<file path="src/rtl/out_sched_pkg.sv">
// Shared types and constants for the output-port scheduler.
package out_sched_pkg;

   typedef enum logic [1:0] {
      IDLE  = 2'd0,
      WRITE = 2'd1,
      HOLD  = 2'd2
   } state_t;

   localparam logic SRC_CPU = 1'b0;
   localparam logic SRC_DBG = 1'b1;

   localparam int unsigned DEF_WIDTH       = 16;
   localparam int unsigned DEF_HOLD_CYCLES = 4;
   localparam int unsigned DEF_CNT_W       = 8;

endpackage

</file>
<file path="src/rtl/out_sched_if.sv">
// Requester handshakes and output-register side of the output-port scheduler.
interface out_sched_if
   import out_sched_pkg::*;
#(
   parameter int unsigned WIDTH = DEF_WIDTH,
   parameter int unsigned CNT_W = DEF_CNT_W
);
   logic             cpu_valid;
   logic [WIDTH-1:0] cpu_data;
   logic             cpu_ready;
   logic             dbg_valid;
   logic [WIDTH-1:0] dbg_data;
   logic             dbg_ready;
   logic             out_write;
   logic [WIDTH-1:0] out_data;
   logic             busy;
   logic             last_src;
   logic [CNT_W-1:0] write_count;

   // Requester / observer side.
   modport master (
      output cpu_valid, cpu_data, dbg_valid, dbg_data,
      input  cpu_ready, dbg_ready, out_write, out_data, busy, last_src, write_count
   );

   // Scheduler side.
   modport slave (
      input  cpu_valid, cpu_data, dbg_valid, dbg_data,
      output cpu_ready, dbg_ready, out_write, out_data, busy, last_src, write_count
   );
endinterface

</file>
<file path="src/rtl/out_sched_rr_arb.sv">
// Combinational 2-way arbiter: grant[0] = CPU, grant[1] = debug.
// OUT_SCHED_CPU_PRIO_EN selects fixed CPU priority instead of round-robin.
module out_sched_rr_arb
   import out_sched_pkg::*;
(
   input  logic       cpu_valid,
   input  logic       dbg_valid,
   input  logic       last_src,
   output logic [1:0] grant
);

   // Pick the winner among the valid requesters.
   always_comb begin
      grant = '0;
`ifdef OUT_SCHED_CPU_PRIO_EN
      if (cpu_valid)
         grant = 2'b01;
      else if (dbg_valid)
         grant = 2'b10;
`else
      if (cpu_valid && dbg_valid)
         grant = (last_src == SRC_CPU) ? 2'b10 : 2'b01;
      else if (cpu_valid)
         grant = 2'b01;
      else if (dbg_valid)
         grant = 2'b10;
`endif
   end

endmodule

</file>
<file path="src/rtl/out_sched.sv">
// Output-port scheduler: shares the output register between the CPU OUT path
// and the debug port, with a minimum display hold after every write.
// Optional macro OUT_SCHED_CPU_PRIO_EN: CPU always wins contention.
module out_sched
   import out_sched_pkg::*;
#(
   parameter int unsigned WIDTH       = DEF_WIDTH,
   parameter int unsigned HOLD_CYCLES = DEF_HOLD_CYCLES,
   parameter int unsigned CNT_W       = DEF_CNT_W
)(
   input  logic      clk,
   input  logic      rst,
   out_sched_if.slave bus
);

   state_t           state, state_next;
   logic [CNT_W-1:0] hold_cnt;
   logic [CNT_W-1:0] write_count;
   logic [WIDTH-1:0] out_data;
   logic             last_src;
   logic [1:0]       grant;
   logic             xfer;

   out_sched_rr_arb u_arb (
      .cpu_valid (bus.cpu_valid),
      .dbg_valid (bus.dbg_valid),
      .last_src  (last_src),
      .grant     (grant)
   );

   assign xfer = (bus.cpu_valid && bus.cpu_ready) || (bus.dbg_valid && bus.dbg_ready);

   // State register.
   always_ff @(posedge clk or negedge rst) begin
      if (!rst)
         state <= IDLE;
      else
         state <= state_next;
   end

   // Next-state logic.
   always_comb begin
      state_next = state;
      unique case (state)
         IDLE:    if (xfer) state_next = WRITE;
         WRITE:   state_next = (HOLD_CYCLES == 0) ? IDLE : HOLD;
         HOLD:    if (hold_cnt <= CNT_W'(1)) state_next = IDLE;
         default: state_next = IDLE;
      endcase
   end

   // Outputs decoded from state; readys only offered in IDLE.
   always_comb begin
      bus.cpu_ready   = (state == IDLE) && grant[0];
      bus.dbg_ready   = (state == IDLE) && grant[1];
      bus.out_write   = (state == WRITE);
      bus.busy        = (state != IDLE);
      bus.out_data    = out_data;
      bus.last_src    = last_src;
      bus.write_count = write_count;
   end

   // Data register, winner history, hold counter and write counter.
   always_ff @(posedge clk or negedge rst) begin
      if (!rst) begin
         out_data    <= '0;
         last_src    <= SRC_DBG;
         hold_cnt    <= '0;
         write_count <= '0;
      end else begin
         unique case (state)
            IDLE: if (xfer) begin
               out_data <= grant[1] ? bus.dbg_data : bus.cpu_data;
               last_src <= grant[1] ? SRC_DBG : SRC_CPU;
            end
            WRITE: begin
               write_count <= write_count + CNT_W'(1);
               hold_cnt    <= CNT_W'(HOLD_CYCLES);
            end
            HOLD:    hold_cnt <= hold_cnt - CNT_W'(1);
            default: ;
         endcase
      end
   end

endmodule

</file>
<file path="src/flat_wrapper.sv">
// flat-port wrapper written by rule: the top's interface ports become plain ports
module out_sched_flat import out_sched_pkg::*;
#(
   parameter int unsigned WIDTH       = DEF_WIDTH,
   parameter int unsigned HOLD_CYCLES = DEF_HOLD_CYCLES,
   parameter int unsigned CNT_W       = DEF_CNT_W
)
  (clk, rst, bus_cpu_valid, bus_cpu_data, bus_dbg_valid, bus_dbg_data, bus_cpu_ready, bus_dbg_ready, bus_out_write, bus_out_data, bus_busy, bus_last_src, bus_write_count);
  out_sched_if #(.WIDTH(WIDTH), .CNT_W(CNT_W)) bus_i ();
  input  logic clk;
  input  logic rst;
  input wire logic [$bits(bus_i.cpu_valid)-1:0] bus_cpu_valid;
  input wire logic [$bits(bus_i.cpu_data)-1:0] bus_cpu_data;
  input wire logic [$bits(bus_i.dbg_valid)-1:0] bus_dbg_valid;
  input wire logic [$bits(bus_i.dbg_data)-1:0] bus_dbg_data;
  output wire logic [$bits(bus_i.cpu_ready)-1:0] bus_cpu_ready;
  output wire logic [$bits(bus_i.dbg_ready)-1:0] bus_dbg_ready;
  output wire logic [$bits(bus_i.out_write)-1:0] bus_out_write;
  output wire logic [$bits(bus_i.out_data)-1:0] bus_out_data;
  output wire logic [$bits(bus_i.busy)-1:0] bus_busy;
  output wire logic [$bits(bus_i.last_src)-1:0] bus_last_src;
  output wire logic [$bits(bus_i.write_count)-1:0] bus_write_count;
  assign bus_i.cpu_valid = bus_cpu_valid;
  assign bus_i.cpu_data = bus_cpu_data;
  assign bus_i.dbg_valid = bus_dbg_valid;
  assign bus_i.dbg_data = bus_dbg_data;
  assign bus_cpu_ready = bus_i.cpu_ready;
  assign bus_dbg_ready = bus_i.dbg_ready;
  assign bus_out_write = bus_i.out_write;
  assign bus_out_data = bus_i.out_data;
  assign bus_busy = bus_i.busy;
  assign bus_last_src = bus_i.last_src;
  assign bus_write_count = bus_i.write_count;
  out_sched #(.WIDTH(WIDTH), .HOLD_CYCLES(HOLD_CYCLES), .CNT_W(CNT_W)) u_core (.clk(clk), .rst(rst), .bus(bus_i));
endmodule
</file>
<file path="config.mk">
export PLATFORM = sky130hd
export DESIGN_NAME = out_sched_flat
export DESIGN_NICKNAME = d
export VERILOG_FILES = /design/src/rtl/out_sched_pkg.sv /design/src/rtl/out_sched_if.sv /design/src/rtl/out_sched_rr_arb.sv /design/src/rtl/out_sched.sv /design/src/flat_wrapper.sv
export SDC_FILE = /design/constraint.sdc
export NUM_CORES = 1
export LEC_CHECK = 0
export ABC_CLOCK_PERIOD_IN_PS = 1580
export CAP_MARGIN = 20
export CORE_ASPECT_RATIO = 0.75
export CORE_MARGIN = 4
export CORE_UTILIZATION = 40
export DETAILED_ROUTE_END_ITERATION = 8
export GPL_ROUTABILITY_DRIVEN = 0
export GPL_TIMING_DRIVEN = 0
export MAX_ROUTING_LAYER = met4
export PLACE_DENSITY = 0.75
export SYNTH_ARGS = -nofsm -noshare
export SYNTH_HDL_FRONTEND = slang
export SYNTH_SLANG_ARGS = --single-unit
</file>
<file path="constraint.sdc">
create_clock -name clk -period 1.58 [get_ports clk]
set_input_delay 0.395 -clock clk [delete_from_list [all_inputs] [get_ports clk]]
set_output_delay 0.395 -clock clk [all_outputs]
set_load 0.01 [all_outputs]
</file>
==> results.yml, run 1 <==
job:
  drv_cap: 0
drt:
  vias_per_cell: 5.06
  drc_errors: 0
  num_vias: 1594
  drt_iter0_drc: 50
  drt-pass1-iter-count: 4
  antenna_left: 0
  wirelength_um: 4620
  routedWlPerCell_um: 14.7
yosys:
  ys_seq_area_frac: 0.491
  synth_cell_types: 36
  yosysTopAreaCell: "dfrtp_1"
  synth_edf_count: 0
  synth_fp_nets: 219
  synth-xor-area-share: 0.0343
  synth_ff_type: "dfrtp_1"
  syn_area_um2: 1790
  synthTopCellsByArea: "dfrtp_1 48%, mux2i_1 11%, nand2_1 5.3%, ha_1 4.9%, o21ai_0 3.6%"
  synthAdderAreaFrac: 0.0490
  synth_mux_area_frac: 0.118
  ys_seq_elements: 35
  yosys.area_share.simple: 0.144
  yosysWarnings: 0
  synth_top_area_frac: 0.476
  synth-compound-area-share: 0.120
  async_flop_share: 1.00
  synthCells: 176
  syn_avg_cell_area_um2: 10.2
  synth_top_family_by_area: "simple AND/OR/NAND/NOR gates"
pwr:
  comb_power_share: 0.543
  switching_share: 0.379
  power.switching_mw: 1.93
  p_int_mw: 3.17
  pwr-share-seq: 0.301
  cellLeakagePower_nw: 1.45
  totalPowerFinal_mw: 5.10
  powerDensity_nw_per_um2: 1840
  p_clk_frac: 0.157
  vdd_drop_max_uv: 888
die:
  coreArea_um2: 4180
  rows: 20
  die_w_um: 85.2
  die_h_um: 65.9
  io_pins: 65
  start_util: 0.428
  dieArea_um2: 5610
critical_path:
  crit_fanout: 2
  reg2reg_setup_slack_ns: -0.07
  cp.required_ns: 1.18
  critPathArrivalTime_ns: 1.28
  reg2reg_from: "u_core.hold_cnt[4]"
  endpoint_kind: "output pin"
  critPathLaunchType: "register"
  critical_path_class: "reg -> out"
  reg2regPathDepth: 4
  r2r_end: "u_core.hold_cnt[6]"
timing:
  rsz0062_at_grt: "yes"
  finalCritPeriodShare: 1.06
  hold_viol_final: 0
  relSlewSlack: 0.470
  max_freq_mhz: 597
  slew_viol_final: 0
  worst_slack_ns: -0.0963
  fin_skew_ns: 0.00478
  fin_crit_ns: 1.68
  worst_slew_pin_slew_ns: 0.795
  setup_viol: 4
finish:
  drive_gt1_frac: 0.208
  mostFrequentLayoutCell: "dfrtp_1"
  nFillCells: 349
  insertedDiodeCount: 0
  fin_util: 0.663
  post-route-cell-area_um2: 2770
  fin_nets: 302
  syn2layout_area_growth_pct: 55.2
  fin_cells: 315
  layout_common_cells: "34 x dfrtp_1, 32 x clkdlybuf4s50_1, 25 x nand2_1, 20 x mux2i_1, 16 x buf_4"
clock_tree:
  cts_buffer_depth: 2
  cts_hold_repair.buffers: 0
  h-tree-depth: 2
  cts.clk_slew.worst_paths_ns: 0.07
  insertion_delay_ns: 0.28
  cts.sinks: 35
  numCtsBuffers: 5
  cts_root_buf: "clkbuf_8"
  cts_tree: "yes"
global_route:
  grt_pass1_vias: 1598
  grt_overflow: 0
  grt_pass1_wl_um: 7530
  grt_use_total: 0.175
  grt_max_degree: 36
  grt_antenna_before_repair: 0
run_status:
  status: "finished with violations"
  violations: "setup timing"
place:
  place_area_um2: 2500
  hpwl_um: 3110
  detailedPlace.worstSlack_ns: -1.13
  io_buffers: 64
  dp_cells: 295
hold_path:
  hold_class: "in -> async"
==> logic make-up (layout without fill, tap and decap cells) <==
family	count (synthesis)	in the layout
muxes	21	21
and+or+nand+nor	52	52
xor gates and xnor gates	7	7
AOI/OAI and AO/OA	36	36
adders and majority gates	7	7
DFF	35	35
buffers and inverters	18	102
==> per-stage QoR <==
stage | hold slack, ns | setup TNS, ns
6_report | 0.195 | -0.298
5_1_grt | 0.249 | -0.648
4_1_cts | 0.209 | -0.273
3_5_place_dp | 0.470 | -9.82
3_3_place_gp | 0.458 | -31.99
2_1_floorplan | 0.0994 | 0
==> how the worst max path moves through the flow <==
stage	startpoint	end	slack (ns)	cells after the start
after global placement	bus_dbg_valid	bus_dbg_ready	-1.11	6
after floorplan	u_core.state[0]	u_core.hold_cnt[7]	0.0009	5
after detailed placement	bus_dbg_valid	bus_dbg_ready	-1.13	6
final	u_core.bus.last_src	bus_dbg_ready	-0.1	4
after global routing	u_core.hold_cnt[4]	u_core.hold_cnt[6]	-0.14	4
after CTS	u_core.bus.last_src	bus_dbg_ready	-0.11	4
==> final cells by class <==
cell class                      count  area [µm²]  share of cell area
Multi-Input combinational cell    123         887               0.320
Inverter                            8        30.0              0.0108
Tap cell                           55        68.8              0.0248
Clock buffer                        5        68.8              0.0248
Buffer                              8        57.6              0.0208
Clock inverter                      3        43.8              0.0158
Sequential cell                    35         877               0.316
Timing Repair Buffer               78         739               0.267
==> power groups by stage <==
| stage | sequential, mW | clock, mW | combinational, mW |
|---|---|---|---|
| final | 1.53 | 0.800 | 2.77 |
| after detailed placement | 1.62 | 0 | 2.43 |
| after floorplan | 1.71 | 0 | 1.23 |
| after global routing | 1.58 | 0.854 | 3.07 |
| after global placement | 1.60 | 0 | 2.37 |
| after CTS | 1.52 | 0.814 | 2.74 |
==> layer usage <==
layer | wire, µm | GRT usage
met1 | 2040 | 0.212
met3 | 376 | 0.0585
met4 | 13 | 0.0316
met5 | 0 | -
met2 | 2190 | 0.289
==> critical path, cell delays in order (launching register included) <==
cell and delay (ns):
dfstp_2 0.55, a21boi_2 0.06, buf_6 0.12, and2_4 0.14, buf_2 0.14
==> sequential cells by signal, summed over array words and instances (netlist names) <==
signal,count
u_core.bus.out_data,16
u_core.hold_cnt,8
u_core.state,2
u_core.bus.last_src,1
u_core.bus.write_count,8
==> synth_stat cells, types with 3 or more instances <==
cell / count
xnor2_1: 3
nand3_1: 3
or3_1: 4
xor2_1: 4
nor2_1: 4
ha_1: 7
dfrtp_1: 34
mux2i_1: 20
o211ai_1: 3
o21ai_0: 13
nand2_1: 25
buf_2: 3
clkbuf_1: 5
o311ai_1: 3
inv_1: 7
o21ai_1: 10
==> what timing repair did <==
item	in CTS	in global routing
pin swaps	2	5
cloned	0	0
setup endpoints to repair	40	35
setup buffers	13	1
resized for setup	45	27
No activity file was read; power rests on OpenSTA's default activity.
==> inputs of run 2 (changes only) <==
Settings changed: ABC_CLOCK_PERIOD_IN_PS 1580 to 2000, CORE_UTILIZATION 40 to 48, PLACE_DENSITY 0.75 to 0.84.
Clock period 1.58 ns to 2 ns, I/O delays scaled along.
==> run 2 against run 1 <==
The run now ends clean; clock-buffer cell count up 1; combinational power down 28%; register-to-register slack better by 0.40 ns; utilization is 11 points higher; largest power group unchanged; cell count shrank 4.1%; sequential power shrank 18%; cell area down 4.3%.
==> results.yml, run 2 (synthesis results as in run 1) <==
critical_path:
  crit_fanout: 10
  endpoint_kind: "output pin"
  critPathArrivalTime_ns: 1.45
  r2r_end: "u_core.hold_cnt[6]"
  reg2regPathDepth: 4
  cp.required_ns: 1.50
  critPathLaunchType: "register"
  reg2reg_setup_slack_ns: 0.33
  reg2reg_from: "u_core.hold_cnt[4]"
  critical_path_class: "reg -> out"
timing:
  max_freq_mhz: 514
  slew_viol_final: 0
  finalCritPeriodShare: 0.973
  fin_crit_ns: 1.95
  fin_skew_ns: 0.00843
  worst_slack_ns: 0.0540
  rsz0062_at_grt: "no"
  hold_viol_final: 0
  setup_viol: 0
  worst_slew_pin_slew_ns: 0.776
  relSlewSlack: 0.483
pwr:
  vdd_drop_max_uv: 1030
  cellLeakagePower_nw: 1.20
  powerDensity_nw_per_um2: 1480
die:
  io_pins: 65
  die_h_um: 60.8
  die_w_um: 78.5
  coreArea_um2: 3420
  dieArea_um2: 4770
  start_util: 0.522
  rows: 18
finish:
  largestRegisters: "u_core.bus.out_data (16), u_core.bus.write_count (8), u_core.hold_cnt (8)"
  nFillCells: 249
  drive_gt1_frac: 0.115
  largest_register_ffs: 16
  insertedDiodeCount: 0
  fin_nets: 294
  layout_common_cells: "56 x clkdlybuf4s50_1, 34 x dfrtp_1, 25 x nand2_1, 20 x mux2i_1, 13 x o21ai_0"
  syn2layout_area_growth_pct: 48.5
  top_register: "u_core.bus.out_data"
  fin_util: 0.775
  mostFrequentLayoutCell: "clkdlybuf4s50_1"
drt:
  drt_iter0_drc: 70
  wirelength_um: 4260
  drt-pass1-iter-count: 4
  drc_errors: 0
  vias_per_cell: 5.12
  routedWlPerCell_um: 14.1
  num_vias: 1545
  antenna_left: 0
hold_path:
  hold_class: "in -> async"
clock_tree:
  numCtsBuffers: 5
  h-tree-depth: 2
  cts_tree: "yes"
  insertion_delay_ns: 0.29
  cts_buffer_depth: 2
  cts_root_buf: "clkbuf_8"
  cts.sinks: 35
  cts.clk_slew.worst_paths_ns: 0.08
global_route:
  grt_use_total: 0.195
  grt_pass1_vias: 1368
  grt_antenna_before_repair: 0
  grt_max_degree: 36
  grt_pass1_wl_um: 6690
  grt_overflow: 0
job:
  drv_cap: 0
run_status:
  status: "finished, final reports clean"
place:
  io_buffers: 64
  hpwl_um: 3140
  detailedPlace.worstSlack_ns: -1.01
-- run 2: changes by cell type in the layout (fill, tap and decap cells not counted), moves of 4 or more --
cell / previous run / this run
clkdlybuf4s50_1: 32 / 56
dlymetal6s2s_1: 15 / 1
buf_4: 16 / 7
dlygate4sd2_1: 11 / 2
clkbuf_1: 0 / 5
buf_2: 7 / 3
-- run 2: layer usage --
layer | global-route usage | part of all wire | vias to the layer above
met5 | - | 0 | -
met4 | 0.0673 | 0.016 | 0
met3 | 0.0742 | 0.078 | 9
met2 | 0.283 | 0.46 | 51
met1 | 0.253 | 0.45 | 722
li1 | - | - | 763
-- run 2: worst max-delay path by stage --
stage                   startpoint            end  cells after the start
2_1_floorplan        bus_dbg_valid  bus_dbg_ready                      4
3_3_place_gp         bus_dbg_valid  bus_dbg_ready                      6
3_5_place_dp         bus_dbg_valid  bus_dbg_ready                      6
4_1_cts              bus_cpu_valid  bus_dbg_ready                      6
5_1_grt        u_core.bus.last_src  bus_dbg_ready                      5
6_report       u_core.bus.last_src  bus_dbg_ready                      5
-- run 2: area by class of cell --
| class | instances | area (µm²) | area share |
|---|---|---|---|
| multi-input cells | 123 | 850 | 0.320 |
| clock inverters | 2 | 35.0 | 0.0132 |
| clock buffers | 6 | 82.6 | 0.0311 |
| inverters | 8 | 30.0 | 0.0113 |
| flip-flops and latches | 35 | 877 | 0.331 |
| plain buffers | 10 | 66.3 | 0.0250 |
| repair buffers | 68 | 651 | 0.245 |
| well taps | 50 | 62.6 | 0.0236 |
-- run 2: metrics by stage --
stage               cell area (µm²)  TNS [ns]  hold slack, ns  power, mW  instances
global placement               2490    -14.05           0.461       3.13        290
floorplan                      1790         0           0.204       2.32        176
global route                   2650         0           0.317       4.23        302
finish                         2650         0           0.279       3.92        302
CTS                            2660   -0.0457           0.295       3.93        302
detailed placement             2480     -3.79           0.462       3.19        290
-- run 2: repair_timing --
action | in CTS | in global routing
setup endpoints to repair | 5 | 3
resized for setup | 17 | 9
buffers inserted | 4 | 0
pin swaps | 0 | 1
hold buffers | 0 | 0
-- run 2: report_power, final --
group	switching, mW	total (mW)	internal (mW)
registers	0.231	1.26	1.03
logic	0.962	2.00	1.03
clock network	0.260	0.663	0.403
-- run 2: worst max-delay path, stage by stage (launching register included) --
cell,delay (ns)
dfstp_2,0.55
a21boi_2,0.05
buf_4,0.14
buf_12,0.14
and2_4,0.14
buf_2,0.13
